`config.mk`:
```
export PLATFORM = sky130hd
export DESIGN_NAME = seven_seg_capture
export DESIGN_NICKNAME = d
export VERILOG_FILES = /design/src/rtl/seven_seg_capture.sv
export SDC_FILE = /design/constraint.sdc
export NUM_CORES = 1
export LEC_CHECK = 0
export CAP_MARGIN = 20
export CORE_MARGIN = 1.5
export CORE_UTILIZATION = 50
export DETAILED_ROUTE_END_ITERATION = 10
export HOLD_SLACK_MARGIN = 0.02
export PLACE_DENSITY = 0.75
export SYNTH_ARGS = -nofsm -noshare
export SYNTH_HDL_FRONTEND = slang
export SYNTH_SLANG_ARGS = --single-unit
```
`constraint.sdc`:
```
create_clock -name CLK -period 1.8 [get_ports CLK]
set_input_delay 0.36 -clock CLK [delete_from_list [all_inputs] [get_ports CLK]]
set_output_delay 0.36 -clock CLK [all_outputs]
set_load 0.01 [all_outputs]
```
`src/rtl/seven_seg_capture.sv`:
```
// -----------------------------------------------------------------------------
// seven_seg_capture
//
// Receive side of a multiplexed 7-segment display driver. The segment bus is
// sampled, each shown digit has to sit still for STABLE_CYCLES samples before
// it is accepted, and the active-low glyph is decoded back to a hex nibble. An
// MSB digit followed by an LSB digit forms one frame, emitted as a byte.
//
// Parameters
//   STABLE_CYCLES   identical consecutive samples needed to accept a digit
//                   (2..255)
//   TIMEOUT_CYCLES  cycles without an accepted digit before stale asserts
//                   (power of two, >= 16)
//
// Ports
//   CLK         system clock
//   RST         synchronous reset, active-high
//   seg_in      [6:0] segments a..g active-low (bit0 = a), [7] digit select
//               (0 = MSB digit shown, 1 = LSB digit shown)
//   dout        last assembled byte {msb nibble, lsb nibble}
//   dout_valid  one-cycle pulse when dout updates
//   dout_err    set when either nibble of the frame was not a hex glyph
//   stale       level, no digit accepted for TIMEOUT_CYCLES cycles
//   frame_cnt   number of frames emitted, wraps 255 -> 0
// -----------------------------------------------------------------------------
module seven_seg_capture #(
  parameter int STABLE_CYCLES  = 4,
  parameter int TIMEOUT_CYCLES = 4096
) (
  input  logic       CLK,
  input  logic       RST,
  input  logic [7:0] seg_in,
  output logic [7:0] dout,
  output logic       dout_valid,
  output logic       dout_err,
  output logic       stale,
  output logic [7:0] frame_cnt
);

  localparam int              TW       = $clog2(TIMEOUT_CYCLES);
  localparam logic [7:0]      RUN_MAX  = 8'(STABLE_CYCLES);
  localparam logic [7:0]      RUN_LAST = 8'(STABLE_CYCLES - 1);
  localparam logic [TW-1:0]   T_LAST   = TW'(TIMEOUT_CYCLES - 1);

  typedef enum logic {
    IDLE,
    HAVE_MSB
  } state_t;

  state_t        state;
  logic [7:0]    d1;
  logic [7:0]    d2;
  logic [7:0]    run;
  logic [TW-1:0] tcnt;
  logic [3:0]    msb_nib;
  logic          msb_inv;

  logic          accept;
  logic [3:0]    nib;
  logic          inv;

  // Returns {invalid, nibble} for an active-high gfedcba pattern.
  function automatic logic [4:0] decode(input logic [6:0] pat);
    // NOTE: the default arm covers every unlisted pattern, so the result is
    // fully specified on all paths and no latch can be inferred.
    case (pat)
      7'h3F:   decode = 5'h00;
      7'h06:   decode = 5'h01;
      7'h5B:   decode = 5'h02;
      7'h4F:   decode = 5'h03;
      7'h66:   decode = 5'h04;
      7'h6D:   decode = 5'h05;
      7'h7D:   decode = 5'h06;
      7'h07:   decode = 5'h07;
      7'h7F:   decode = 5'h08;
      7'h6F:   decode = 5'h09;
      7'h77:   decode = 5'h0A;
      7'h7C:   decode = 5'h0B;
      7'h39:   decode = 5'h0C;
      7'h5E:   decode = 5'h0D;
      7'h79:   decode = 5'h0E;
      7'h71:   decode = 5'h0F;
      default: decode = 5'h10;
    endcase
  endfunction

  // Accept exactly on the step from STABLE_CYCLES-1 to STABLE_CYCLES; the run
  // counter then saturates, so a held digit is never accepted twice.
  assign accept     = (d1 == d2) && (run == RUN_LAST);
  assign {inv, nib} = decode(~d2[6:0]);

  // NOTE: all state here is sequential, so every assignment is non-blocking;
  // blocking assignments would let later statements see this edge's values.
  always_ff @(posedge CLK) begin
    if (RST) begin
      d1         <= '0;
      d2         <= '0;
      run        <= '0;
      tcnt       <= '0;
      state      <= IDLE;
      msb_nib    <= '0;
      msb_inv    <= 1'b0;
      dout       <= '0;
      dout_valid <= 1'b0;
      dout_err   <= 1'b0;
      stale      <= 1'b0;
      frame_cnt  <= '0;
    end else begin
      d1 <= seg_in;
      d2 <= d1;

      if (d1 != d2) begin
        run <= '0;
      end else if (run != RUN_MAX) begin
        run <= run + 8'd1;
      end

      dout_valid <= 1'b0;

      if (accept) begin
        // An accept always restarts the timeout, even when it coincides
        // with the timeout firing.
        tcnt <= '0;
        if (!d2[7]) begin
          // MSB digit: latch it, overwriting any earlier unpaired MSB.
          msb_nib <= nib;
          msb_inv <= inv;
          state   <= HAVE_MSB;
        end else if (state == HAVE_MSB) begin
          dout       <= {msb_nib, nib};
          dout_err   <= msb_inv | inv;
          dout_valid <= 1'b1;
          frame_cnt  <= frame_cnt + 8'd1;
          stale      <= 1'b0;
          state      <= IDLE;
        end
        // An LSB digit with no MSB held is dropped.
      end else if (tcnt == T_LAST) begin
        // Counter parks here until the next accept; the held MSB is dropped.
        stale <= 1'b1;
        state <= IDLE;
      end else begin
        tcnt <= tcnt + TW'(1);
      end
    end
  end

endmodule
```
# Word-level counts from Yosys, hierarchy flattened
# Cells that the tools add are included.
# classes
add_sub_neg	3
mul	0
n_div	0
order_cmp	0
eq_ne	23
shift	0
n_mux	9
bitwise	4
reduce_logical	8
# op_table
op	count
equality test 7 bit, second input constant	12
case mux 5 bit (16 select lines)	1
adder 8 x 1 -> 8 bit, second input constant	2
equality test 7 x 3 -> 1 bit, second input constant	2
equality test 7 x 6 -> 1 bit, second input constant	2
adder 12 x 1 -> 12 bit, second input constant	1
equality test 12 bit, second input constant	1
equality test 8 x 2 -> 1 bit, second input constant	1
equality test 8 bit	1
2-to-1 mux 1 bit	8
inequality test 8 x 3 -> 1 bit, second input constant	1
inequality test 8 bit	1
inverter 7 bit	1
AND reduction 3 bit	2
inequality test 2 bit, second input constant	2
OR reduction 2 bit	2
OR reduction 3 bit	1
inverter 1 bit	2
AND reduction 2 bit	1
nonzero test 2 bit	1
logical AND 1 bit	1
OR 1 bit	1
# totals
regBits	61
latch_bits	0
ramBits	0
mem_bits_ro	0
input_bits	10
out_inout_bits	19
elab_cells	59
n_memories	0

# Longest topological paths before layout
# logic_depth
ltp_word	4
mapped_depth	8
ltp_nobuf	6

# Worst setup path after synthesis
# OpenSTA, ideal clock, no wires.
# synth_path
path_kind	reg2reg
from	register d2[6]
to	register stale
setup_time_ns	0.128
arrival_ns	1.792
t_required_ns	1.672
path_slack_ns	-0.119
path_stages_with_launch	9
n_path_buf	3
period_less_slack_ns	1.919
cell_sequence	dfxtp_1 buf_6 xnor2_2 nand4_1 or4_4 buf_2 buf_2 a22oi_1 nor2_1
# synth_between
elab_chain_len	4
word_cells_on_any_way	7
classes_between	eq/ne (3); mux (1); reduce/logical (3)
# synth_rtl
element	line	rtl
from (decl)	52	logic [7:0] d2;
from (signal assigned)	97	d2 <= '0;
from (signal assigned)	110	d2 <= d1;
equality test 8 bit *	89	assign accept = (d1 == d2) && (run == RUN_LAST);
logical AND 1 bit *	89	
inequality test 2 bit (no line) / nonzero test 2 bit (equally long branches)	-	
AND reduction 3 bit (no line)	-	
to (signal assigned)	106	stale <= 1'b0;
to (signal assigned)	134	stale <= 1'b0;
to (signal assigned)	140	stale <= 1'b1;
to (decl)	36	output logic stale,
# Every way passes the cells marked *; elsewhere a longest branch is shown, timed or not.
# A chain may end at the register's enable or synchronous reset.

# Worst setup path in the final report
# layout_path
from	register d2[0]
to	register msb_inv
# layout_between
elab_chain_len	3
word_cells_on_any_way	21
classes_between	eq/ne (17); mux (1); bitwise (1); reduce/logical (2)
# layout_rtl
element	line	rtl
inverter 7 bit / equality test 8 bit (equally long branches)	90, 89	
equality test 7 bit, or another cell as far along	66	case (pat)
case mux 5 bit (16 select lines) / AND reduction 2 bit (equally long branches)	-	
to (signal assigned)	127	msb_inv <= inv;
to (decl)	56	logic msb_inv;
# Parallel ways exist; a longest one is shown, timed or not.

==> metrics.txt <==
startpoint-to-endpoint class of the critical path=flip-flop to flip-flop; setup repair after global routing missed its margin=true; fraction of the core area covered by cells at the end of the flow=69.5%; number of inserted filler cells in the final layout=about 430; number of global-route vias before repair=between 2000 and 2500; # diodes=0; kind of end point of the critical path=flip-flop; routed wire length=~5600 µm; most common flop cell mapped by yosys=sky130_fd_sc_hd__dfxtp_1; Min Hold Slack=467 ps; vias per inst=~5.3; crit start category=flip-flop; number of DRC markers after the initial detailed-route iteration=between 100 and 150; Mapped Area=2670 µm²; worst-path cell with the longest stage delay=sky130_fd_sc_hd__or4_4; starting density of the core=52.0%; deepest clock path buffer count=2; commonest non-fill, non-tap cell in the layout=sky130_fd_sc_hd__dfxtp_1; final net count=370; library cell with the largest summed area after synthesis=sky130_fd_sc_hd__dfxtp_1; type of the most critical hold path=flip-flop to flip-flop; vias after detailed routing=around 2300; Die Span Y=76.1 µm; Setup-failing EPs final=22; total of warnings raised by yosys=0; Sequential cell area=between 1000 and 1500 µm²; wire length of the first global-routing pass=around 9400 µm; peak supply drop=0.890 mV; final-layout setup total negative slack=-1350 ps; maximum cell stage delay along the critical path=between 500 and 600 ps; number of pins exceeding their max-slew limit in the final report=0; # DRC=0; share of Yosys cell area claimed by the top area cell type=between 40 and 50%; leakage dissipation=1.41 nW; Synth async-reset ratio=0%; Post-synth EDFFs=0; Max Fanout on Critical Path=3; area of the die=about 5800 µm²; horizontal die dimension=76.1 µm; count of final hold-check violations=0; worst slack at placement=-141 ps; number of nets with antenna violations after detailed routing=0; pin slew with the least headroom to its limit=between 400 and 500 ps; remaining global-route overflow=0; power density over the cells=~850 nW/µm²; flip-flop and latch count after synthesis=between 60 and 70; pin count of the biggest net entering global routing=26; All-Layer GR Usage=approximately a fifth; Buffers on Ports=28; Slew headroom=just under 70%; router iterations before antenna repair=4; number of primary I/O pins=29; CTS buffer count=9; row count=26; outcome=complete, but fails checks; hold buffer count at CTS=0; total of max-cap violations=0; Fmax achieved=about 0.52 GHz; Power Total=3.05 mW; synth top area cells=sky130_fd_sc_hd__dfxtp_1 46%, sky130_fd_sc_hd__nor2_1 5.3%, sky130_fd_sc_hd__mux2i_1 5.2%; Root Buffer Master=sky130_fd_sc_hd__clkbuf_8; Worst Slack Setup Final=-118 ps; highest-count cells in the layout ignoring fill and taps=57 x sky130_fd_sc_hd__dfxtp_1, 37 x sky130_fd_sc_hd__nor2_1, 34 x sky130_fd_sc_hd__buf_4, 28 x sky130_fd_sc_hd__clkdlybuf4s50_1, 19 x sky130_fd_sc_hd__nor2b_1; routability congestion estimate from global placement=~0.85; portion of the clock cycle consumed by the worst path in the final layout=107%; data arrival time of the critical path=2190 ps; total area of multi-input combinational cells=~1400 µm²; required time at the endpoint of the critical path=2070 ps; buffering stage count on the worst path with inverters included=1; area growth from synthesis to final layout=33.6%; sequential share of the synthesized area=a little under half; TritonCTS clock tree=yes; post-layout minimum cycle time=1920 ps; ordered cell list for the critical path=xnor2_2, nand4_1, buf_4, or4_4, or3_1, a21oi_1; sinks on the clock net=approximately 60; violations in the final reports=setup timing; post-route clock skew=7.79 ps; synthesized instance count=295; layout cell share with drive strength beyond 1=19.4%; per-cell routed wire length=between 10 and 15 µm; Unique masters post-synth=between 40 and 50; initial antenna violation count=0; worst skew pair latency=~340 ps; syn_area_per_cell=around 9.1 µm²; HPWL after DPL=between 3000 and 4000 µm; Syn Nets=a little over 300; clock transition at the registers of the reported paths=roughly 60 ps; family with the most delay on the worst path=simple AND/OR/NAND/NOR gates; H-Tree Depth=3; Placeable Area=5140 µm²
-- cells in the mapped netlist (4+ instances only) --
cell                       number
sky130_fd_sc_hd__a21oi_1       15
sky130_fd_sc_hd__a31oi_1        5
sky130_fd_sc_hd__and3_1         4
sky130_fd_sc_hd__clkbuf_1      12
sky130_fd_sc_hd__dfxtp_1       61
sky130_fd_sc_hd__ha_1           4
sky130_fd_sc_hd__inv_1          7
sky130_fd_sc_hd__mux2i_1       14
sky130_fd_sc_hd__nand2_1       14
sky130_fd_sc_hd__nand3_1       11
sky130_fd_sc_hd__nand4_1        8
sky130_fd_sc_hd__nor2_1        38
sky130_fd_sc_hd__nor2b_1       19
sky130_fd_sc_hd__nor3_1         5
sky130_fd_sc_hd__o21ai_0        5
sky130_fd_sc_hd__or3_1          9
sky130_fd_sc_hd__or4_1          4
sky130_fd_sc_hd__xnor2_1       12
sky130_fd_sc_hd__xor2_1        11
-- power by group --
part | switching (mW) | internal (mW) | total [mW]
clock | 0.513 | 0.956 | 1.47
sequential | 0.0188 | 1.37 | 1.39
combinational | 0.0894 | 0.0938 | 0.183
-- state kept, by name, summed over array words and instances, names as in the netlist --
signal / count
msb_nib: 4
state: 1
d2: 8
tcnt: 12
run: 8
dout_err: 1
dout_valid: 1
msb_inv: 1
stale: 1
d1: 8
frame_cnt: 8
dout: 8
-- cells by family after synthesis --
family | count (synthesis) | synth area share, %
flip-flops | 61 | 45.7
AO/OA/AOI/OAI | 41 | 9.64
XOR/XNOR | 24 | 8.14
multiplexers | 14 | 5.24
adder cells (fa/ha/maj) | 4 | 1.87
buffers and inverters | 23 | 3.65
AND/OR/NAND/NOR | 128 | 25.8
-- cell type report --
class	instances	area share (%)
clock buffer	12	4.06
clock inverter	4	2.66
inverter	7	0.736
multi-input combinational	212	39.7
sequential	61	34.3
tap	70	2.45
timing repair buffer	65	16.0
-- worst reg2reg max path, delay by kind of cell (launching register included) --
| family | cells | cell delay (ps) |
|---|---|---|
| AOI/OAI and AO/OA | 1 | 130 |
| xor gates and xnor gates | 1 | 160 |
| buffers and inverters | 1 | 200 |
| DFF | 1 | 340 |
| and+or+nand+nor | 3 | 1020 |
-- per-layer routing --
layer  global-route usage [%]  share of wire, %  wire (µm)  up-vias
li1                         -                 -          -     1158
met1                     23.8                46       2560     1074
met2                     33.6                48       2690       61
met3                     6.23               4.6        259        9
met4                     10.6               1.7         95        0
met5                        0                 0          0        -
-- path summary, 6_finish.rpt --
path | start | to | slack, ps | cells after the start
setup / recovery | d2[0] | msb_inv | -120 | 6
hold / removal | state | state | 470 | 2
setup reg to reg | d2[0] | msb_inv | -120 | 6
hold reg to reg | state | state | 470 | 2
-- metrics by stage --
step	instance area (µm²)	cells
finish	3570	431
global route	3570	431
CTS	3530	430
detailed placement	3220	409
global placement	3220	409
floorplan	2700	295
-- timing repair --
| action | CTS | global route |
|---|---|---|
| gates cloned | 1 | 0 |
| endpoints found under the setup margin | 23 | 37 |
| pin swaps | 14 | 14 |
| setup buffers | 4 | 1 |
| resized for setup | 10 | 9 |
No activity file was read; power rests on OpenSTA's default activity.
